[src/rtl/uart_rx_fifo.sv]
// Captures completed UART characters with their parity flag into a show-ahead FIFO and acks the receiver.
// Push lands one cycle after rx_done_i is seen; a character arriving while full is dropped and sets overrun.
module uart_rx_fifo #(
    parameter int DEPTH  = 16,
    parameter int DATA_W = 8
) (
    input  logic                     clk,
    input  logic                     rst,
    input  logic                     rx_done_i,
    input  logic [DATA_W-1:0]        rx_data_i,
    input  logic                     parity_error_i,
    output logic                     host_read_data_o,
    input  logic                     pop_i,
    input  logic                     clr_overrun_i,
    output logic [DATA_W-1:0]        rd_data_o,
    output logic                     rd_parity_err_o,
    output logic                     empty_o,
    output logic                     full_o,
    output logic [$clog2(DEPTH):0]   count_o,
    output logic                     overrun_o
);
    localparam int AW = $clog2(DEPTH);
    localparam int CW = AW + 1;
    localparam logic [CW-1:0] FULL_CNT = CW'(DEPTH);

    typedef struct packed {
        logic              par_err;
        logic [DATA_W-1:0] data;
    } entry_t;

    typedef enum logic [1:0] {
        CAP_IDLE,
        CAP_ACK,
        CAP_WAIT
    } cap_state_t;

    cap_state_t    state;
    cap_state_t    state_nxt;
    entry_t        mem [DEPTH];
    entry_t        head;
    logic [AW-1:0] wr_ptr;
    logic [AW-1:0] rd_ptr;
    logic          par_pend;
    logic          push;
    logic          drop;
    logic          pop;

    always_ff @(posedge clk) begin
        if (rst) begin
            state <= CAP_IDLE;
        end else begin
            state <= state_nxt;
        end
    end

    // The full check happens before any same-cycle pop, so a character arriving while full is always dropped.
    always_comb begin
        state_nxt = state;
        push      = 1'b0;
        drop      = 1'b0;
        case (state)
            CAP_IDLE: begin
                if (rx_done_i) begin
                    if (full_o) begin
                        drop = 1'b1;
                    end else begin
                        push = 1'b1;
                    end
                    state_nxt = CAP_ACK;
                end
            end
            CAP_ACK:  state_nxt = CAP_WAIT;
            CAP_WAIT: begin
                if (!rx_done_i) begin
                    state_nxt = CAP_IDLE;
                end
            end
            default:  state_nxt = CAP_IDLE;
        endcase
    end

    assign host_read_data_o = (state == CAP_ACK);
    assign pop              = pop_i && !empty_o;

    always_ff @(posedge clk) begin
        if (push && !rst) begin
            mem[wr_ptr] <= '{par_err: par_pend | parity_error_i, data: rx_data_i};
        end
    end

    always_ff @(posedge clk) begin
        if (rst) begin
            wr_ptr    <= '0;
            rd_ptr    <= '0;
            count_o   <= '0;
            par_pend  <= 1'b0;
            overrun_o <= 1'b0;
        end else begin
            if (push) begin
                wr_ptr <= wr_ptr + AW'(1);
            end
            if (pop) begin
                rd_ptr <= rd_ptr + AW'(1);
            end
            case ({push, pop})
                2'b10:   count_o <= count_o + CW'(1);
                2'b01:   count_o <= count_o - CW'(1);
                default: count_o <= count_o;
            endcase
            // The receiver's parity error may vanish before done rises, so hold it until the character is consumed.
            if (parity_error_i) begin
                par_pend <= 1'b1;
            end else if (push || drop) begin
                par_pend <= 1'b0;
            end
            if (drop) begin
                overrun_o <= 1'b1;
            end else if (clr_overrun_i) begin
                overrun_o <= 1'b0;
            end
        end
    end

    assign empty_o         = (count_o == '0);
    assign full_o          = (count_o == FULL_CNT);
    assign head            = mem[rd_ptr];
    assign rd_data_o       = empty_o ? '0 : head.data;
    assign rd_parity_err_o = empty_o ? 1'b0 : head.par_err;

endmodule

[config.mk]
export PLATFORM = sky130hd
export DESIGN_NAME = uart_rx_fifo
export DESIGN_NICKNAME = d
export VERILOG_FILES = /design/src/rtl/uart_rx_fifo.sv
export SDC_FILE = /design/constraint.sdc
export NUM_CORES = 1
export LEC_CHECK = 0
export CORE_MARGIN = 3
export CORE_UTILIZATION = 60
export DETAILED_ROUTE_END_ITERATION = 12
export PLACE_DENSITY = 0.85
export SLEW_MARGIN = 0
export SYNTH_ARGS = -nofsm -noshare
export SYNTH_HDL_FRONTEND = slang
export SYNTH_SLANG_ARGS = --single-unit
[constraint.sdc]
create_clock -name clk -period 3.6 [get_ports clk]
set_input_delay 0.72 -clock clk [delete_from_list [all_inputs] [get_ports clk]]
set_output_delay 0.72 -clock clk [all_outputs]
set_load 0.01 [all_outputs]
==> run summary <==
Outcome
* **result of the run** finished clean

Critical path
* **setup slack of the worst register-to-register path** 0.57 ns
* **path depth of the worst reg2reg path** 10
* **terminus of the critical flop-to-flop path** count_o[4]
* **startpoint of the most critical setup path** count_o[1]
* **Data arrival, critical path** 2.73 ns
* **reg-to-reg startpoint** count_o[1]
* **kind of capture point of the worst setup path** output port
* **capture point of the critical path** rd_data_o[1]
* **type of the worst setup path** reg -> out
* **crit start category** register
* **Worst EP required** 2.88 ns
* **Max Fanout on Critical Path** 10

Finish
* **Seq. cell area** 4750 um2
* **most common cell after layout, fill and taps aside** sky130_fd_sc_hd__edfxtp_1
* **NumNets Final** 451
* **share of cells above drive strength 1** 24.0%
* **area taken by multi-input logic gates** 1780 um2
* **fill cell count** 609
* **Non-Filler Cell Area, Final** 7850 um2
* **most frequent cells in the layout** sky130_fd_sc_hd__edfxtp_1 (144), sky130_fd_sc_hd__mux4_2 (36), sky130_fd_sc_hd__clkdlybuf4s50_1 (31), sky130_fd_sc_hd__buf_4 (28), sky130_fd_sc_hd__nor2_1 (26)
* **P&R area growth vs syn** 17.6%
* **count of inserted antenna diode cells** 0

Timing
* **post-route fraction of the period consumed by the critical path** 95.9%
* **Final Hold Viols** 0
* **total setup violations reported at the end of the flow** 0
* **Setup Skew** 0.0129 ns
* **actual transition at the worst max-transition pin** 0.718 ns
* **normalized max-slew margin** 52.1%
* **setup TNS** 0 ns
* **Tmin final** 3.45 ns
* **Peak Freq** 290 MHz
* **setup repair after global routing missed its margin** no
* **Final Max Tran Viols** 0

Clocking
* **Sinks on Clock Net** 165
* **H-tree lvl count** 4
* **CTS clock-pin slew for the worst setup and hold paths** 0.06 ns
* **clk_lat worst skew** 0.52 ns
* **number of buffers added to fix hold violations after cts** 0
* **clock buffer depth** 2
* **CTS tree** done
* **clock root cell** sky130_fd_sc_hd__clkbuf_8
* **clock buffer count from CTS** 17

Worst hold path
* **worst hold path type** reg -> reg

Logic synthesis
* **most used flip-flop cell after synthesis** sky130_fd_sc_hd__edfxtp_1
* **number of standard cells after synthesis** 372
* **number of nets in the synthesized netlist** 394
* **Post-Syn Area** 6680 um2
* **mean instance size in the synthesized netlist** 18.0 um2
* **asr flop ratio synth** 0%
* **Post-synth EDFFs** 144
* **Yosys warnings** 0
* **sequential element share of the synthesized area** 71.0%
* **Cell variety after synth** 42
* **synthesis-stage register bit count** 165

Global route
* **initial antenna violation count** 0
* **global-route wire length before repair** 21500 um
* **GRT Overall Usage** 23.2%
* **largest net degree at the start of global routing** 31
* **Overflow after GRT** 0
* **number of global-route vias before repair** 3773

Floorplanning
* **chip height** 112 um
* **floorplan row count** 37
* **Die Footprint** 12400 um2
* **initial cell density of the core** 63.3%
* **CORE AREA** 10600 um2
* **I/O pins** 32
* **Die Span X** 112 um

Drt
* **Total Wirelength** 13500 um
* **met2 wire length** 7260 um
* **DR WL met3** 686 um
* **post-DR wirelength/cell** 23.3 um
* **Vias** 3610
* **met1 wire length** 5250 um
* **final antenna-violating net count** 0
* **drt first pass iters** 5
* **DRC errors left** 0
* **Vias per Instance** 6.25
* **Initial DRC Count** 268
* **highest metal layer with signal wires** met4

Pwr
* **static leakage** 2.54 nW
* **switching part of the total power** 27.2%
* **clock share of power** 33.6%
* **cell-internal power** 3.82 mW
* **Pwr Density** 668 nW/um2
* **part of the power in registers** 42.9%
* **net switching power** 1.43 mW
* **combinational share of power** 23.5%
* **maximum vdd ir drop** 0.535 mV

Flow run
* **Maximum Capacitance Violations** 0

Placement
* **Routability Congestion** 0.810
* **DPL Wire Length** 8070 um
* **quantity of I/O buffers inserted on ports** 31
* **cell area after placement** 7240 um2

[critical path, stage by stage (launching register included)]
cell	delay, ns
sky130_fd_sc_hd__dfxtp_1	0.42
sky130_fd_sc_hd__or4_4	0.62
sky130_fd_sc_hd__nor2_2	0.46
sky130_fd_sc_hd__a211oi_1	0.16
sky130_fd_sc_hd__clkdlybuf4s50_1	0.54
[repair_timing]
item / 4_1_cts / 5_1_grt
buffers inserted: 0 / 4
resized for setup: 1 / 2
endpoints found under the setup margin: 5 / 6
pin swaps: 0 / 0
[cell usage after synthesis, drive strengths merged (2+ instances only)]
| library cell | number | area [um2] |
|---|---|---|
| dfxtp | 21 | 420 |
| nand2 | 8 | 30.0 |
| a211oi | 20 | 155 |
| xnor2 | 3 | 26.3 |
| buf | 15 | 103 |
| nor3 | 6 | 30.0 |
| xor2 | 5 | 43.8 |
| inv | 7 | 26.3 |
| o21ai | 3 | 18.8 |
| nand3 | 3 | 15.0 |
| nor2 | 27 | 104 |
| o211ai | 2 | 15.0 |
| nor4 | 2 | 12.5 |
| nand3b | 2 | 15.0 |
| or3 | 2 | 12.5 |
| edfxtp | 144 | 4320 |
| a21oi | 9 | 52.6 |
| mux2i | 13 | 130 |
| clkbuf | 8 | 31.3 |
| mux4 | 36 | 811 |
| ha | 8 | 100 |
| nor2b | 12 | 75.1 |
| nand2b | 5 | 31.3 |
[through the flow]
step / total power [mW] / setup slack, ns / util (%) / std cells / hold WS [ns]
after floorplan: 3.06 / 0.455 / - / 372 / 0.444
after CTS: 5.26 / 0.0275 / 74.1 / 574 / 0.502
after global placement: 3.45 / 0.204 / 68.6 / 542 / 0.460
after global routing: 5.46 / 0.0572 / 74.4 / 578 / 0.518
final: 5.25 / 0.149 / 74.4 / 578 / 0.498
after detailed placement: 3.50 / 0.0790 / 68.6 / 542 / 0.491
[area by class of cell]
cell class / instances / area share, %
Clock buffer: 19 / 5.37
Timing Repair Buffer: 61 / 7.03
Clock inverter: 13 / 2.01
Sequential cell: 165 / 60.5
Multi-Input combinational cell: 177 / 22.6
Tap cell: 136 / 2.17
Inverter: 7 / 0.335
[registers in the layout, indices dropped and copies added (netlist names), named ones only]
register / cells
par_pend: 1
state: 2
count_o: 5
mem: 144
overrun_o: 1
rd_ptr: 4
wr_ptr: 4
[cells by family (layout without fill, tap and decap cells)]
family,Yosys count,count (layout),synth area share (%)
and+or+nand+nor,72,72,5.49
muxes,50,50,14.3
AOI/OAI and AO/OA,39,39,4.29
buffers and inverters,30,100,2.40
DFF,165,165,71.0
adders and majority gates,8,8,1.50
xor gates and xnor gates,8,8,1.05
[metal layers]
layer | up-vias | global-route usage (%)
li1 | 1590 | -
met1 | 1863 | 28.9
met2 | 134 | 40.2
met3 | 23 | 5.27
met4 | 0 | 8.52
met5 | - | 0
[worst min path at each step]
stage / depth (start not counted) / endpoint / slack (ns) / from
floorplan: 2 / par_pend / 0.44 / par_pend
global placement: 2 / par_pend / 0.46 / par_pend
detailed placement: 2 / par_pend / 0.49 / par_pend
CTS: 2 / state[1] / 0.50 / state[1]
global route: 2 / overrun_o / 0.52 / overrun_o
finish: 2 / state[1] / 0.50 / state[1]
[power by group through the flow]
| stage | logic, mW | registers, mW | clock network, mW |
|---|---|---|---|
| 2_1_floorplan | 0.826 | 2.23 | 0 |
| 3_3_place_gp | 1.16 | 2.29 | 0 |
| 3_5_place_dp | 1.20 | 2.30 | 0 |
| 4_1_cts | 1.22 | 2.26 | 1.78 |
| 5_1_grt | 1.33 | 2.27 | 1.87 |
| 6_report | 1.23 | 2.25 | 1.76 |
Power figures use the tool's default switching activity.
